[config.mk]
export PLATFORM = sky130hd
export DESIGN_NAME = reg_dump_reader
export DESIGN_NICKNAME = d
export VERILOG_FILES = /design/src/rtl/reg_dump_pkg.sv /design/src/rtl/reg_dump_reader.sv
export SDC_FILE = /design/constraint.sdc
export NUM_CORES = 1
export LEC_CHECK = 0
export BUFFER_PORTS_ARGS = -buffer_cell sky130_fd_sc_hd__buf_4
export CELL_PAD_IN_SITES_DETAIL_PLACEMENT = 2
export CELL_PAD_IN_SITES_GLOBAL_PLACEMENT = 2
export CORE_UTILIZATION = 26
export DETAILED_ROUTE_END_ITERATION = 8
export GPL_TIMING_DRIVEN = 1
export PLACE_DENSITY = 0.88
export RECOVER_POWER = 100
export SLEW_MARGIN = 40
export SYNTH_ARGS = -nofsm -noshare
export SYNTH_HDL_FRONTEND = slang
export SYNTH_SLANG_ARGS = --single-unit
[constraint.sdc]
create_clock -name clk -period 2.2 [get_ports clk]
set_input_delay 0 -clock clk [delete_from_list [all_inputs] [get_ports clk]]
set_output_delay 0 -clock clk [all_outputs]
set_load 0.1 [all_outputs]
[src/rtl/reg_dump_pkg.sv]
// Shared types and constants for the register-file dump reader.
// REG_DUMP_CHECKSUM_EN widens the state encoding to make room for the checksum beat state.
package reg_dump_pkg;

  localparam int unsigned REG_DUMP_ADDR_W = 5;
  localparam int unsigned REG_DUMP_DATA_W = 32;

`ifdef REG_DUMP_CHECKSUM_EN
  typedef enum logic [2:0] {
    IDLE = 3'd0,
    READ = 3'd1,
    HOLD = 3'd2,
    DONE = 3'd3,
    CSUM = 3'd4
  } state_e;
`else
  typedef enum logic [1:0] {
    IDLE = 2'd0,
    READ = 2'd1,
    HOLD = 2'd2,
    DONE = 2'd3
  } state_e;
`endif

endpackage : reg_dump_pkg

[src/rtl/reg_dump_reader.sv]
// Walks register-file addresses FIRST_REG..LAST_REG and streams (addr, data) beats out.
// Defining REG_DUMP_CHECKSUM_EN appends an XOR checksum beat (addr 0) after the last register.
module reg_dump_reader
  import reg_dump_pkg::*;
#(
  parameter int unsigned ADDR_W    = REG_DUMP_ADDR_W,
  parameter int unsigned DATA_W    = REG_DUMP_DATA_W,
  parameter int unsigned FIRST_REG = 1,
  parameter int unsigned LAST_REG  = 31
) (
  input  logic              clk,
  input  logic              reset,
  input  logic              start,
  output logic              busy,
  output logic              done,
  output logic [ADDR_W-1:0] rf_addr,
  input  logic [DATA_W-1:0] rf_data,
  output logic              out_valid,
  input  logic              out_ready,
  output logic [ADDR_W-1:0] out_addr,
  output logic [DATA_W-1:0] out_data,
  output logic              out_last
);

  state_e            state_q, state_d;
  logic [ADDR_W-1:0] rf_addr_q, rf_addr_d;
  logic [ADDR_W-1:0] out_addr_q, out_addr_d;
  logic [DATA_W-1:0] out_data_q, out_data_d;
  logic              out_valid_q, out_valid_d;
  logic              out_last_q, out_last_d;
  logic              busy_q, busy_d;
  logic              done_q, done_d;
  logic              at_last_c;
  logic              accept_c;
`ifdef REG_DUMP_CHECKSUM_EN
  logic [DATA_W-1:0] csum_q, csum_d;
`endif

  assign at_last_c = (rf_addr_q == ADDR_W'(LAST_REG));
  assign accept_c  = out_valid_q && out_ready;

  // State register and all datapath/output registers.
  always_ff @(posedge clk or posedge reset) begin
    if (reset) begin
      state_q     <= IDLE;
      rf_addr_q   <= '0;
      out_addr_q  <= '0;
      out_data_q  <= '0;
      out_valid_q <= 1'b0;
      out_last_q  <= 1'b0;
      busy_q      <= 1'b0;
      done_q      <= 1'b0;
`ifdef REG_DUMP_CHECKSUM_EN
      csum_q      <= '0;
`endif
    end else begin
      state_q     <= state_d;
      rf_addr_q   <= rf_addr_d;
      out_addr_q  <= out_addr_d;
      out_data_q  <= out_data_d;
      out_valid_q <= out_valid_d;
      out_last_q  <= out_last_d;
      busy_q      <= busy_d;
      done_q      <= done_d;
`ifdef REG_DUMP_CHECKSUM_EN
      csum_q      <= csum_d;
`endif
    end
  end

  // Next-state and next-register logic.
  always_comb begin
    state_d     = state_q;
    rf_addr_d   = rf_addr_q;
    out_addr_d  = out_addr_q;
    out_data_d  = out_data_q;
    out_valid_d = out_valid_q;
    out_last_d  = out_last_q;
    busy_d      = busy_q;
    done_d      = 1'b0;
`ifdef REG_DUMP_CHECKSUM_EN
    csum_d      = csum_q;
`endif

    case (state_q)
      IDLE: begin
        if (start) begin
          rf_addr_d = ADDR_W'(FIRST_REG);
          busy_d    = 1'b1;
          state_d   = READ;
`ifdef REG_DUMP_CHECKSUM_EN
          csum_d    = '0;
`endif
        end
      end

      READ: begin
        out_data_d  = rf_data;
        out_addr_d  = rf_addr_q;
        out_valid_d = 1'b1;
`ifdef REG_DUMP_CHECKSUM_EN
        out_last_d  = 1'b0;
`else
        out_last_d  = at_last_c;
`endif
        state_d     = HOLD;
      end

      HOLD: begin
        if (accept_c) begin
          out_valid_d = 1'b0;
          out_last_d  = 1'b0;
`ifdef REG_DUMP_CHECKSUM_EN
          csum_d      = csum_q ^ out_data_q;
`endif
          if (at_last_c) begin
`ifdef REG_DUMP_CHECKSUM_EN
            // Checksum beat goes out immediately, including the beat just accepted.
            out_valid_d = 1'b1;
            out_last_d  = 1'b1;
            out_addr_d  = '0;
            out_data_d  = csum_q ^ out_data_q;
            state_d     = CSUM;
`else
            state_d     = DONE;
`endif
          end else begin
            rf_addr_d = rf_addr_q + ADDR_W'(1);
            state_d   = READ;
          end
        end
      end

`ifdef REG_DUMP_CHECKSUM_EN
      CSUM: begin
        if (accept_c) begin
          out_valid_d = 1'b0;
          out_last_d  = 1'b0;
          state_d     = DONE;
        end
      end
`endif

      DONE: begin
        done_d  = 1'b1;
        busy_d  = 1'b0;
        state_d = IDLE;
      end

      default: state_d = IDLE;
    endcase
  end

  assign busy      = busy_q;
  assign done      = done_q;
  assign rf_addr   = rf_addr_q;
  assign out_valid = out_valid_q;
  assign out_addr  = out_addr_q;
  assign out_data  = out_data_q;
  assign out_last  = out_last_q;

endmodule : reg_dump_reader

### Word-level counts from Yosys, hierarchy flattened

Index checks and enable logic that the tools add are counted.

| word-level totals | value |
|---|---|
| bits of input ports | 36 |
| bits in registers | 48 |
| word-level logic and storage cells | 39 |

| operators by class | value |
|---|---|
| add/subtract/negate cells | 1 |
| eq/ne operators | 7 |
| mux-type cells | 14 |
| reductions and logical operators | 9 |

Operators with widths:

| operator | number |
|---|---|
| 5-bit two-way mux | 3 |
| 5-bit case mux with 2 select lines | 1 |
| 2-bit case mux with 4 select lines | 1 |
| 2-bit two-way mux | 3 |
| 2-bit inequality test (second input constant) | 3 |
| 1-bit case mux with 2 select lines | 3 |
| 2-bit AND reduction | 3 |
| 2-bit nonzero test | 3 |
| 5-bit by 1-bit adder with 5-bit output (second input constant) | 1 |
| 5-bit equality test (second input constant) | 1 |
| 2-bit equality test (second input constant) | 2 |
| 4-bit AND reduction | 1 |
| 1-bit two-way mux | 3 |
| 2-bit by 1-bit equality test with 1-bit output (second input constant) | 1 |
| 2-bit logical NOT | 1 |
| 1-bit logical AND | 1 |

### Longest topological paths before layout

Gate-level depths: netlist (run 1).

| depth | value |
|---|---|
| word-level depth | 4 |
| depth in mapped cells | 8 |
| mapped depth without buffers | 7 |

### Worst setup path before layout (run 1)

OpenSTA, ideal clock, no wires.

| timing path | value |
|---|---|
| path kind | register to register |
| from | reg rf_addr_q[1], in the netlist rf_addr[1] |
| to | reg rf_addr_q[1], in the netlist rf_addr[1] |
| arrival | 2308 ps |
| path slack | -235 ps |
| library setup time | 127 ps |
| required time | 2073 ps |
| stages on the path, launching flop included | 9 |
| cell sequence | dfrtp_1 ha_1 inv_1 nor3_1 ha_1 nand4b_1 buf_2 nor2_1 a221o_1 |

| between the ends | value |
|---|---|
| cells in the longest elaborated chain, start to end | 4 |
| elaborated cells between the ends (all ways) | 7 |
| classes of those cells | add/sub (1); eq/ne (2); mux (3); reduce/logical (1) |

RTL lines:

| element | line | RTL |
|---|---|---|
| start: declaration | reg_dump_reader.sv:26 | `logic [ADDR_W-1:0] rf_addr_q, rf_addr_d;` |
| start signal: assignment | reg_dump_reader.sv:58 | `rf_addr_q <= rf_addr_d;` |
| 5-bit by 1-bit adder with 5-bit output | reg_dump_reader.sv:128 | `rf_addr_d = rf_addr_q + ADDR_W'(1);` |
| 5-bit two-way mux | reg_dump_reader.sv:116 | `if (at_last_c) begin` |
| 5-bit two-way mux | reg_dump_reader.sv:110 | `if (accept_c) begin` |
| 5-bit case mux with 2 select lines | reg_dump_reader.sv:85 | `case (state_q)` |

Several ways; a longest one is shown, not always the timed one. The select of a mux whose other input is x is not followed.
A chain may end at the register's enable or synchronous reset.

### Worst setup path in the final report (run 1)

| timing path | value |
|---|---|
| from | reg rf_addr_q[0], in the netlist rf_addr[0] |
| to | reg rf_addr_q[3], in the netlist rf_addr[3] |

The elaborated chain is that of the path after synthesis.

==> impl_metrics.prom, run 1 <==
# TYPE chip_impl_metric gauge
chip_impl_metric{name="critPathRequiredTime",unit="ps"} 2420
chip_impl_info{name="rsz0062_at_grt",value="false"} 1
chip_impl_metric{name="final-instance-count-excl-fill",unit=""} 431
chip_impl_metric{name="die_area",unit="um^2"} 7800
chip_impl_metric{name="worst_slew_margin_rel",unit="%"} 18.8
chip_impl_metric{name="wl",unit="um"} 6590
chip_impl_info{name="endpoint_kind",value="flip-flop"} 1
chip_impl_metric{name="first_pass_iters",unit=""} 4
chip_impl_metric{name="design.portCount",unit=""} 82
chip_impl_metric{name="vias_per_inst",unit=""} 4.42
chip_impl_metric{name="post-place-cells",unit=""} 388
chip_impl_metric{name="hold_violations",unit=""} 0
chip_impl_info{name="timing.critical_path.slowest_stage_cell",value="or4_1"} 1
chip_impl_metric{name="yosysWarnings",unit=""} 0
chip_impl_info{name="synth_top_cell_by_area",value="dfrtp_1"} 1
chip_impl_info{name="cts_root_buffer",value="clkbuf_8"} 1
chip_impl_metric{name="die_height",unit="um"} 88.3
chip_impl_metric{name="max_slew.worst_pin.slew",unit="ps"} 1220
chip_impl_info{name="crit_start_category",value="flip-flop"} 1
chip_impl_metric{name="synth.distinct_cells",unit=""} 25
chip_impl_info{name="ys.flop_type",value="dfrtp_1"} 1
chip_impl_metric{name="wire_per_inst",unit="um"} 15.3
chip_impl_metric{name="netlist_instances",unit=""} 212
chip_impl_metric{name="synth_top_area_share",unit="%"} 62.0
chip_impl_metric{name="maxCapViolations",unit=""} 0
chip_impl_metric{name="critical_path.max_stage_delay",unit="ps"} 470
chip_impl_info{name="cts_tree",value="yes"} 1
chip_impl_metric{name="post_synth.cell_area_avg",unit="um^2"} 9.14
chip_impl_metric{name="final.period_utilization",unit="%"} 92.6
chip_impl_metric{name="ys_ff_latch",unit=""} 48
chip_impl_metric{name="hold_ws",unit="ps"} 37.4
chip_impl_metric{name="critical_path_arrival",unit="ps"} 2250
chip_impl_info{name="criticalPathCategory",value="flip-flop to flip-flop"} 1
chip_impl_metric{name="detail_route.iter0.violations",unit=""} 51
chip_impl_metric{name="routabilityCongestion",unit=""} 0.693
chip_impl_metric{name="mappedNetlistArea",unit="um^2"} 1940
chip_impl_metric{name="grt_antenna_before_repair",unit=""} 0
chip_impl_metric{name="ys_seq_area_share",unit="%"} 62.0
chip_impl_metric{name="initial_core_util",unit="%"} 26.8
chip_impl_metric{name="number_of_global_route_vias_before_repair",unit=""} 2181
chip_impl_metric{name="final-setup-viol-count",unit=""} 0
chip_impl_metric{name="buffer_ports.inserted",unit=""} 81
chip_impl_metric{name="dp.final_hpwl",unit="um"} 4330
chip_impl_metric{name="all_layer_global_routing_usage",unit="%"} 18.0
chip_impl_metric{name="cp_max_fo",unit=""} 9
chip_impl_metric{name="cts_num_sinks",unit=""} 48
chip_impl_metric{name="cts.clk_slew.worst_paths",unit="ps"} 100
chip_impl_metric{name="ctsHtreeMaxLevel",unit=""} 2
chip_impl_metric{name="cts-buffers-inserted",unit=""} 5
chip_impl_metric{name="ctsResizeCount",unit=""} 0
chip_impl_metric{name="fillers",unit=""} 857
chip_impl_metric{name="final_layout_size_suffix_gt1_share",unit="%"} 15.4
chip_impl_metric{name="grt_first_pass_wirelength",unit="um"} 10500
chip_impl_metric{name="final_nets",unit=""} 369
chip_impl_metric{name="synthesis.nets",unit=""} 250
chip_impl_metric{name="fin_skew",unit="ps"} 10.9
chip_impl_metric{name="vias",unit=""} 1903
chip_impl_metric{name="route.antenna.remaining_nets",unit=""} 0
chip_impl_info{name="outcome",value="finished clean"} 1
chip_impl_metric{name="timing_max_transition_violations_final",unit=""} 0
chip_impl_metric{name="core_region_area",unit="um^2"} 7210
chip_impl_metric{name="globalRoute.totalOverflow",unit=""} 0
chip_impl_metric{name="clkLatencyLatePin",unit="ps"} 300
chip_impl_metric{name="insertedDiodeCount",unit=""} 0
chip_impl_metric{name="synth_async_sr_flop_share",unit="%"} 100
chip_impl_metric{name="cts.path.max_buffers",unit=""} 2
chip_impl_metric{name="final_period_minus_worst_setup_slack",unit="ps"} 2040
chip_impl_metric{name="number_of_enable_type_register_cells_in_the_synthesized_netlist",unit=""} 0
chip_impl_metric{name="post_route_drc",unit=""} 0
chip_impl_info{name="cp_common_cell",value="ha_1"} 1
chip_impl_metric{name="die_width",unit="um"} 88.3
chip_impl_metric{name="std_cell_rows",unit=""} 31
chip_impl_info{name="synth_top_cells_by_area",value="dfrtp_1 62%, nand2_1 21%, buf_2 1.6%, inv_1 1.6%, o211ai_1 1.6%"} 1
chip_impl_metric{name="grt_start_max_net_pins",unit=""} 26
chip_impl_metric{name="fmax",unit="MHz"} 491
chip_impl_info{name="worstPathCellList",value="ha_1, inv_1, nor3_1, ha_1, nand4b_1, buf_4, or4_1, o211ai_1"} 1
chip_impl_metric{name="area_growth",unit="%"} 54.4
chip_impl_info{name="hp-class",value="input port to flip-flop"} 1
chip_impl_info{name="yosysMostFrequentCell",value="nand2_1"} 1
chip_impl_info{name="ys_top_cells_by_count",value="109 x nand2_1, 48 x dfrtp_1, 8 x inv_1, 6 x buf_2, 6 x clkbuf_1"} 1
==> repair_timing <==
action | CTS | global route
setup buffers | 2 | 0
hold buffers | 33 | 0
endpoints found under the setup margin | 2 | 0
endpoints found under the hold margin | 48 | 0
==> critical path, delay by kind of cell (launching register included) <==
kind,cells,cell delay [ps]
adder cells (fa/ha/maj),2,420
buffers and inverters,2,270
flip-flops,1,450
AND/OR/NAND/NOR,3,710
AO/OA/AOI/OAI,1,100
==> layer usage <==
metal | vias to the layer above | routed length (um) | global-route usage, %
met2 | 45 | 3710 | 35.7
li1 | 903 | - | -
met4 | 0 | 43 | 4.40
met1 | 950 | 2590 | 19.4
met5 | - | 0 | 0
met3 | 5 | 252 | 3.36
==> cell usage in the layout, fill, tap and decap left out, types with 2 or more instances in the layout <==
master / instances
nor2_1: 2
a221o_1: 2
bufinv_16: 3
nand3_1: 2
clkbuf_1: 51
dfrtp_1: 45
o22ai_1: 2
ha_1: 2
a21oi_1: 3
dlygate4sd3_1: 33
inv_1: 8
buf_4: 38
o21ai_0: 3
o211ai_1: 4
nand2b_1: 2
and3_1: 2
or4_1: 2
clkbuf_8: 5
nand2_1: 109
dfrtp_2: 3
==> cell type report <==
class / instances / area, um^2 / area share, %
flip-flops and latches: 48 / 1200 / 40.3
clock buffers: 5 / 68.8 / 2.30
well taps: 99 / 124 / 4.14
inverters: 8 / 30.0 / 1.00
clock inverters: 3 / 90.1 / 3.01
multi-input cells: 144 / 653 / 21.8
repair buffers: 124 / 820 / 27.4
==> stage by stage <==
stage / setup WS [ps] / TNS, ps / area (um^2) / utilization, %
after detailed placement: -24.8 / -24.8 / 2680 / 37.2
after global placement: 96.2 / 0 / 2680 / 37.2
after floorplan: 54.2 / 0 / 1940 / -
after global routing: 25.4 / 0 / 2990 / 41.4
after CTS: 168 / 0 / 3190 / 44.2
final: 162 / 0 / 2990 / 41.4
==> state kept, by name, indices dropped and copies added (netlist names) <==
signal	cells
out_data	32
busy	1
out_last	1
out_valid	1
state_q	2
rf_addr	5
done	1
out_addr	5
==> cells by family (layout without fill, tap and decap cells) <==
group | Yosys count | in the layout | synth area share, %
buffers and inverters | 20 | 140 | 4.26
DFF | 48 | 48 | 62.0
AOI/OAI and AO/OA | 19 | 19 | 6.98
and+or+nand+nor | 123 | 123 | 25.5
adders and majority gates | 2 | 2 | 1.29
==> worst paths after layout <==
| check | startpoint | end | slack, ps | depth (start not counted) |
|---|---|---|---|---|
| max | rf_addr[0] | rf_addr[3] | 160 | 8 |
| min | start | state_q[0] | 40 | 3 |
| max reg2reg | rf_addr[0] | rf_addr[3] | 160 | 8 |
| min reg2reg | out_data[0] | out_data[0] | 480 | 2 |
| max in group asynchronous | reset | rf_addr[2] | 400 | 4 |
| min in group asynchronous | reset | out_addr[4] | 380 | 3 |
Power of run 1 is not shown: default switching activity piles up to over one toggle a cycle in this logic, so the estimate is an artifact.
==> run 2, diff against run 1 <==
--- a/config.mk
+++ b/config.mk
@@ -12,7 +12,6 @@
 export DETAILED_ROUTE_END_ITERATION = 8
 export GPL_TIMING_DRIVEN = 1
 export PLACE_DENSITY = 0.88
-export RECOVER_POWER = 100
 export SLEW_MARGIN = 40
 export SYNTH_ARGS = -nofsm -noshare
 export SYNTH_HDL_FRONTEND = slang
==> impl_metrics.prom, run 2 (synthesis gave the netlist of run 1 again) <==
# TYPE chip_impl_metric gauge
chip_impl_info{name="outcome",value="finished clean"} 1
chip_impl_metric{name="setup_ws",unit="ps"} 149
chip_impl_info{name="cts_root_buffer",value="clkbuf_8"} 1
chip_impl_metric{name="worst_hold_path.num_cells",unit=""} 3
chip_impl_info{name="endpoint_kind",value="flip-flop"} 1
chip_impl_metric{name="dp.final_hpwl",unit="um"} 4330
chip_impl_metric{name="cts-buffers-inserted",unit=""} 5
chip_impl_metric{name="route.antenna.remaining_nets",unit=""} 0
chip_impl_metric{name="area.sequential",unit="um^2"} 1210
chip_impl_metric{name="routabilityCongestion",unit=""} 0.693
chip_impl_metric{name="cts.clk_slew.worst_paths",unit="ps"} 100
chip_impl_metric{name="grt_first_pass_wirelength",unit="um"} 10500
chip_impl_metric{name="met1Wirelength",unit="um"} 2570
chip_impl_metric{name="detail_route.iter0.violations",unit=""} 65
chip_impl_metric{name="fillers",unit=""} 811
chip_impl_info{name="leading_cell_type_in_the_layout_fill_and_taps_excluded",value="nand2_1"} 1
chip_impl_metric{name="final.period_utilization",unit="%"} 93.2
chip_impl_metric{name="critical_path_arrival",unit="ps"} 2270
chip_impl_metric{name="cp_max_fo",unit=""} 9
chip_impl_metric{name="insertedDiodeCount",unit=""} 0
chip_impl_metric{name="area_growth",unit="%"} 64.6
chip_impl_metric{name="final-setup-viol-count",unit=""} 0
chip_impl_info{name="layout.cells.most_common_list",value="109 x nand2_1, 91 x buf_4, 44 x dfrtp_1, 33 x dlygate4sd3_1, 7 x inv_1"} 1
chip_impl_metric{name="ctsHtreeMaxLevel",unit=""} 2
chip_impl_metric{name="maxCapViolations",unit=""} 0
chip_impl_metric{name="max_slew.worst_pin.slew",unit="ps"} 482
chip_impl_info{name="holdCritStartpoint",value="out_ready"} 1
chip_impl_metric{name="first_pass_iters",unit=""} 3
chip_impl_metric{name="clkLatencyLatePin",unit="ps"} 300
chip_impl_metric{name="final_period_minus_worst_setup_slack",unit="ps"} 2050
chip_impl_metric{name="number_of_global_route_vias_before_repair",unit=""} 2181
chip_impl_metric{name="die_area",unit="um^2"} 7800
chip_impl_metric{name="core_region_area",unit="um^2"} 7210
chip_impl_info{name="crit_start_category",value="flip-flop"} 1
chip_impl_info{name="rsz0062_at_grt",value="false"} 1
chip_impl_metric{name="vias",unit=""} 1911
chip_impl_metric{name="final-instance-count-excl-fill",unit=""} 431
chip_impl_metric{name="grt_antenna_before_repair",unit=""} 0
chip_impl_metric{name="std_cell_rows",unit=""} 31
chip_impl_info{name="top_metal_used",value="met4"} 1
chip_impl_metric{name="die_width",unit="um"} 88.3
chip_impl_metric{name="buffer_ports.inserted",unit=""} 81
chip_impl_info{name="rr_startpoint",value="rf_addr[0]"} 1
chip_impl_metric{name="globalRoute.totalOverflow",unit=""} 0
chip_impl_metric{name="grt_start_max_net_pins",unit=""} 26
chip_impl_metric{name="vias_per_inst",unit=""} 4.43
chip_impl_metric{name="multi_input_area",unit="um^2"} 656
chip_impl_metric{name="wire_per_inst",unit="um"} 15.3
chip_impl_metric{name="critPathRequiredTime",unit="ps"} 2420
chip_impl_metric{name="fmax",unit="MHz"} 487
chip_impl_metric{name="utilization",unit="%"} 44.2
chip_impl_info{name="hp-class",value="input port to flip-flop"} 1
chip_impl_metric{name="post_route_drc",unit=""} 0
chip_impl_metric{name="initial_core_util",unit="%"} 26.8
chip_impl_metric{name="cts.path.max_buffers",unit=""} 2
chip_impl_metric{name="r2r.worst_path.cells",unit=""} 8
chip_impl_metric{name="final_nets",unit=""} 369
chip_impl_metric{name="wl_met2",unit="um"} 3700
chip_impl_metric{name="post-place-cells",unit=""} 388
chip_impl_metric{name="setup_total_negative_slack",unit="ps"} 0
chip_impl_metric{name="met3WireLength",unit="um"} 277
chip_impl_info{name="reg2reg_to",value="rf_addr[3]"} 1
chip_impl_metric{name="placement.setup.worst_slack",unit="ps"} -24.8
chip_impl_metric{name="cts_num_sinks",unit=""} 48
chip_impl_metric{name="worst_slew_margin_rel",unit="%"} 67.9
chip_impl_metric{name="hold_violations",unit=""} 0
chip_impl_info{name="criticalPathCategory",value="flip-flop to flip-flop"} 1
chip_impl_metric{name="largest_reg_flops",unit=""} 32
chip_impl_metric{name="final_layout_size_suffix_gt1_share",unit="%"} 31.6
chip_impl_metric{name="design.portCount",unit=""} 82
chip_impl_metric{name="wl",unit="um"} 6610
chip_impl_metric{name="all_layer_global_routing_usage",unit="%"} 18.0
chip_impl_metric{name="timing_max_transition_violations_final",unit=""} 0
chip_impl_info{name="cts_tree",value="yes"} 1
chip_impl_metric{name="fin_skew",unit="ps"} 10.5
chip_impl_metric{name="die_height",unit="um"} 88.3
chip_impl_metric{name="r2r_slack",unit="ps"} 150
chip_impl_info{name="worstHoldEndpoint",value="state_q[0]"} 1
## run 2: worst max path at each step
stage          startpoint         end  slack (ps)  depth (start not counted)
4_1_cts        rf_addr[0]  rf_addr[3]         170                          8
3_3_place_gp   rf_addr[0]  rf_addr[3]         100                          7
6_report       rf_addr[0]  rf_addr[3]         150                          8
3_5_place_dp   rf_addr[0]  rf_addr[3]         -20                          7
2_1_floorplan  rf_addr[0]  rf_addr[1]          50                          8
5_1_grt        rf_addr[0]  rf_addr[3]          30                          8
## run 2: final cells by class
type | count | share of cell area [%]
Clock buffer | 5 | 2.16
Clock inverter | 3 | 2.83
Inverter | 8 | 0.942
Multi-Input combinational cell | 144 | 20.6
Sequential cell | 48 | 37.8
Tap cell | 99 | 3.89
Timing Repair Buffer | 124 | 31.8
## run 2: metrics by stage
stage	cell area, um^2	hold slack [ps]
after CTS	3190	32.0
final	3190	35.4
after detailed placement	2680	25.5
after global placement	2680	17.8
after global routing	3190	46.5
after floorplan	1940	105
## run 2: timing repair
item / in CTS / in global routing
setup endpoints to repair: 2 / 0
hold endpoints to repair: 48 / 0
buffers inserted: 2 / 0
resized for setup: 0 / 0
hold buffers: 33 / 0
## run 2: worst max-delay path, cell delays in order, from the launching register on
cell      delay (ps)
dfrtp_2          460
ha_1             200
inv_1             90
nor3_1            60
ha_1             220
nand4b_1         180
buf_4            180
or4_1            470
o211ai_1         100
## run 2: per-layer routing
layer,track usage (%),vias to the layer above
li1,-,903
met5,0,-
met2,35.7,47
met1,19.4,954
met4,4.40,0
met3,3.36,7
Power of run 2 is left out for the same reason.
==> run 3, diff against run 2 <==
--- a/config.mk
+++ b/config.mk
@@ -8,10 +8,12 @@
 export BUFFER_PORTS_ARGS = -buffer_cell sky130_fd_sc_hd__buf_4
 export CELL_PAD_IN_SITES_DETAIL_PLACEMENT = 2
 export CELL_PAD_IN_SITES_GLOBAL_PLACEMENT = 2
+export CORE_MARGIN = 2
 export CORE_UTILIZATION = 26
 export DETAILED_ROUTE_END_ITERATION = 8
 export GPL_TIMING_DRIVEN = 1
 export PLACE_DENSITY = 0.88
+export RECOVER_POWER = 100
 export SLEW_MARGIN = 40
 export SYNTH_ARGS = -nofsm -noshare
 export SYNTH_HDL_FRONTEND = slang
==> impl_metrics.prom, run 3 (synthesis gave the netlist of run 1 again) <==
# TYPE chip_impl_metric gauge
chip_impl_metric{name="hold_violations",unit=""} 0
chip_impl_metric{name="core_region_area",unit="um^2"} 7210
chip_impl_metric{name="detail_route.iter0.violations",unit=""} 65
chip_impl_metric{name="initial_core_util",unit="%"} 26.8
chip_impl_metric{name="first_pass_iters",unit=""} 4
chip_impl_info{name="holdCritStartpoint",value="start"} 1
chip_impl_metric{name="ctsHtreeMaxLevel",unit=""} 2
chip_impl_info{name="leading_cell_type_in_the_layout_fill_and_taps_excluded",value="nand2_1"} 1
chip_impl_metric{name="area_growth",unit="%"} 51.1
chip_impl_metric{name="cts.clk_slew.worst_paths",unit="ps"} 90
chip_impl_metric{name="routabilityCongestion",unit=""} 0.702
chip_impl_metric{name="critical_path_arrival",unit="ps"} 2240
chip_impl_metric{name="vias",unit=""} 1937
chip_impl_info{name="hp-class",value="input port to flip-flop"} 1
chip_impl_metric{name="hold_ws",unit="ps"} 53.1
chip_impl_metric{name="vias_per_inst",unit=""} 4.54
chip_impl_metric{name="final_layout_size_suffix_gt1_share",unit="%"} 15.2
chip_impl_metric{name="fin_skew",unit="ps"} 8.79
chip_impl_metric{name="number_of_global_route_vias_before_repair",unit=""} 2245
chip_impl_metric{name="fillers",unit=""} 863
chip_impl_info{name="outcome",value="finished clean"} 1
chip_impl_metric{name="grt_first_pass_wirelength",unit="um"} 11000
chip_impl_metric{name="design.portCount",unit=""} 82
chip_impl_metric{name="max_slew.worst_pin.slew",unit="ps"} 1210
chip_impl_metric{name="critPathRequiredTime",unit="ps"} 2400
chip_impl_metric{name="cts.path.max_buffers",unit=""} 2
chip_impl_info{name="reg2reg_to",value="rf_addr[3]"} 1
chip_impl_info{name="criticalPathCategory",value="flip-flop to flip-flop"} 1
chip_impl_info{name="layout.cells.most_common_list",value="109 x nand2_1, 48 x clkbuf_1, 44 x dfrtp_1, 36 x buf_4, 33 x dlygate4sd3_1"} 1
chip_impl_metric{name="die_width",unit="um"} 90.3
chip_impl_metric{name="clkLatencyLatePin",unit="ps"} 290
chip_impl_info{name="rr_startpoint",value="rf_addr[1]"} 1
chip_impl_info{name="crit_start_category",value="flip-flop"} 1
chip_impl_metric{name="all_layer_global_routing_usage",unit="%"} 16.8
chip_impl_info{name="cts_tree",value="yes"} 1
chip_impl_metric{name="maxCapViolations",unit=""} 0
chip_impl_metric{name="largest_reg_flops",unit=""} 32
chip_impl_metric{name="worst_hold_path.num_cells",unit=""} 3
chip_impl_metric{name="route.antenna.remaining_nets",unit=""} 0
chip_impl_metric{name="insertedDiodeCount",unit=""} 0
chip_impl_metric{name="place_area",unit="um^2"} 2670
chip_impl_metric{name="fmax",unit="MHz"} 492
chip_impl_metric{name="final.period_utilization",unit="%"} 92.5
chip_impl_metric{name="cts_num_sinks",unit=""} 48
chip_impl_metric{name="final-setup-viol-count",unit=""} 0
chip_impl_metric{name="cp_max_fo",unit=""} 6
chip_impl_metric{name="globalRoute.totalOverflow",unit=""} 0
chip_impl_metric{name="final_period_minus_worst_setup_slack",unit="ps"} 2030
chip_impl_metric{name="ctsResizeCount",unit=""} 0
chip_impl_metric{name="final_nets",unit=""} 367
chip_impl_metric{name="wire_per_inst",unit="um"} 15.9
chip_impl_metric{name="buffer_ports.inserted",unit=""} 81
chip_impl_metric{name="dp.final_hpwl",unit="um"} 4380
chip_impl_metric{name="r2r.worst_path.cells",unit=""} 7
chip_impl_metric{name="die_area",unit="um^2"} 8160
chip_impl_metric{name="post_route_drc",unit=""} 0
chip_impl_metric{name="wl",unit="um"} 6770
chip_impl_metric{name="std_cell_rows",unit=""} 31
chip_impl_metric{name="die_height",unit="um"} 90.3
chip_impl_metric{name="postLayoutCellArea",unit="um^2"} 2930
chip_impl_info{name="worstHoldEndpoint",value="busy"} 1
chip_impl_metric{name="cts-buffers-inserted",unit=""} 5
chip_impl_info{name="endpoint_kind",value="flip-flop"} 1
chip_impl_metric{name="grt_start_max_net_pins",unit=""} 49
chip_impl_metric{name="r2r_slack",unit="ps"} 170
chip_impl_metric{name="grt_antenna_before_repair",unit=""} 0
chip_impl_metric{name="worst_slew_margin_rel",unit="%"} 19.5
chip_impl_metric{name="timing_max_transition_violations_final",unit=""} 0
chip_impl_info{name="cts_root_buffer",value="clkbuf_8"} 1
==> run 3: metrics by stage <==
stage          worst slack, ps  std cells  TNS [ps]  utilization (%)
6_report                   165        427         0             40.6
5_1_grt                  -7.42        427     -7.42             40.6
4_1_cts                   77.8        426         0             43.2
3_5_place_dp              6.49        385         0             37.1
3_3_place_gp              95.7        385         0             37.1
2_1_floorplan             54.2        212         0                -
==> run 3: what timing repair did <==
item / CTS / global route
setup buffers: 2 / 0
endpoints found under the hold margin: 80 / 0
pin swaps: 0 / 0
hold buffers: 33 / 0
cloned: 0 / 1
endpoints found under the setup margin: 1 / 5
==> run 3: cell type report <==
class	instances	area (um^2)	area share, %
Tap cell	99	124	4.23
Sequential cell	48	1210	41.2
Clock inverter	1	30.0	1.03
Multi-Input combinational cell	145	662	22.6
Timing Repair Buffer	121	806	27.5
Clock buffer	5	68.8	2.35
Inverter	8	30.0	1.03
==> run 3: worst max path at each step <==
stage / startpoint / endpoint / slack (ps) / cells past startpoint
after floorplan: rf_addr[0] / rf_addr[1] / 50 / 8
after global placement: rf_addr[0] / rf_addr[3] / 100 / 7
after detailed placement: rf_addr[1] / rf_addr[3] / 6 / 7
after CTS: rf_addr[0] / rf_addr[3] / 80 / 7
after global routing: rf_addr[0] / rf_addr[3] / -7 / 7
final: rf_addr[1] / rf_addr[3] / 170 / 7
==> run 3: worst max-delay path, stage by stage, from the launching register on <==
cell and delay [ps]:
dfrtp_2 470, ha_1 200, inv_1 90, nor3_1 60, ha_1 230, nand4b_1 290, or4_1 520, o211ai_1 100
==> run 3: metal layers <==
| metal | part of all wire, % | routed length, um | global-route usage, % | vias up |
|---|---|---|---|---|
| met5 | 0 | 0 | 0 | - |
| met3 | 4.7 | 315 | 4.26 | 7 |
| li1 | - | - | - | 902 |
| met1 | 38 | 2600 | 17.4 | 977 |
| met2 | 56 | 3790 | 33.7 | 51 |
| met4 | 0.90 | 61 | 3.21 | 0 |
Power of run 3 is left out for the same reason.
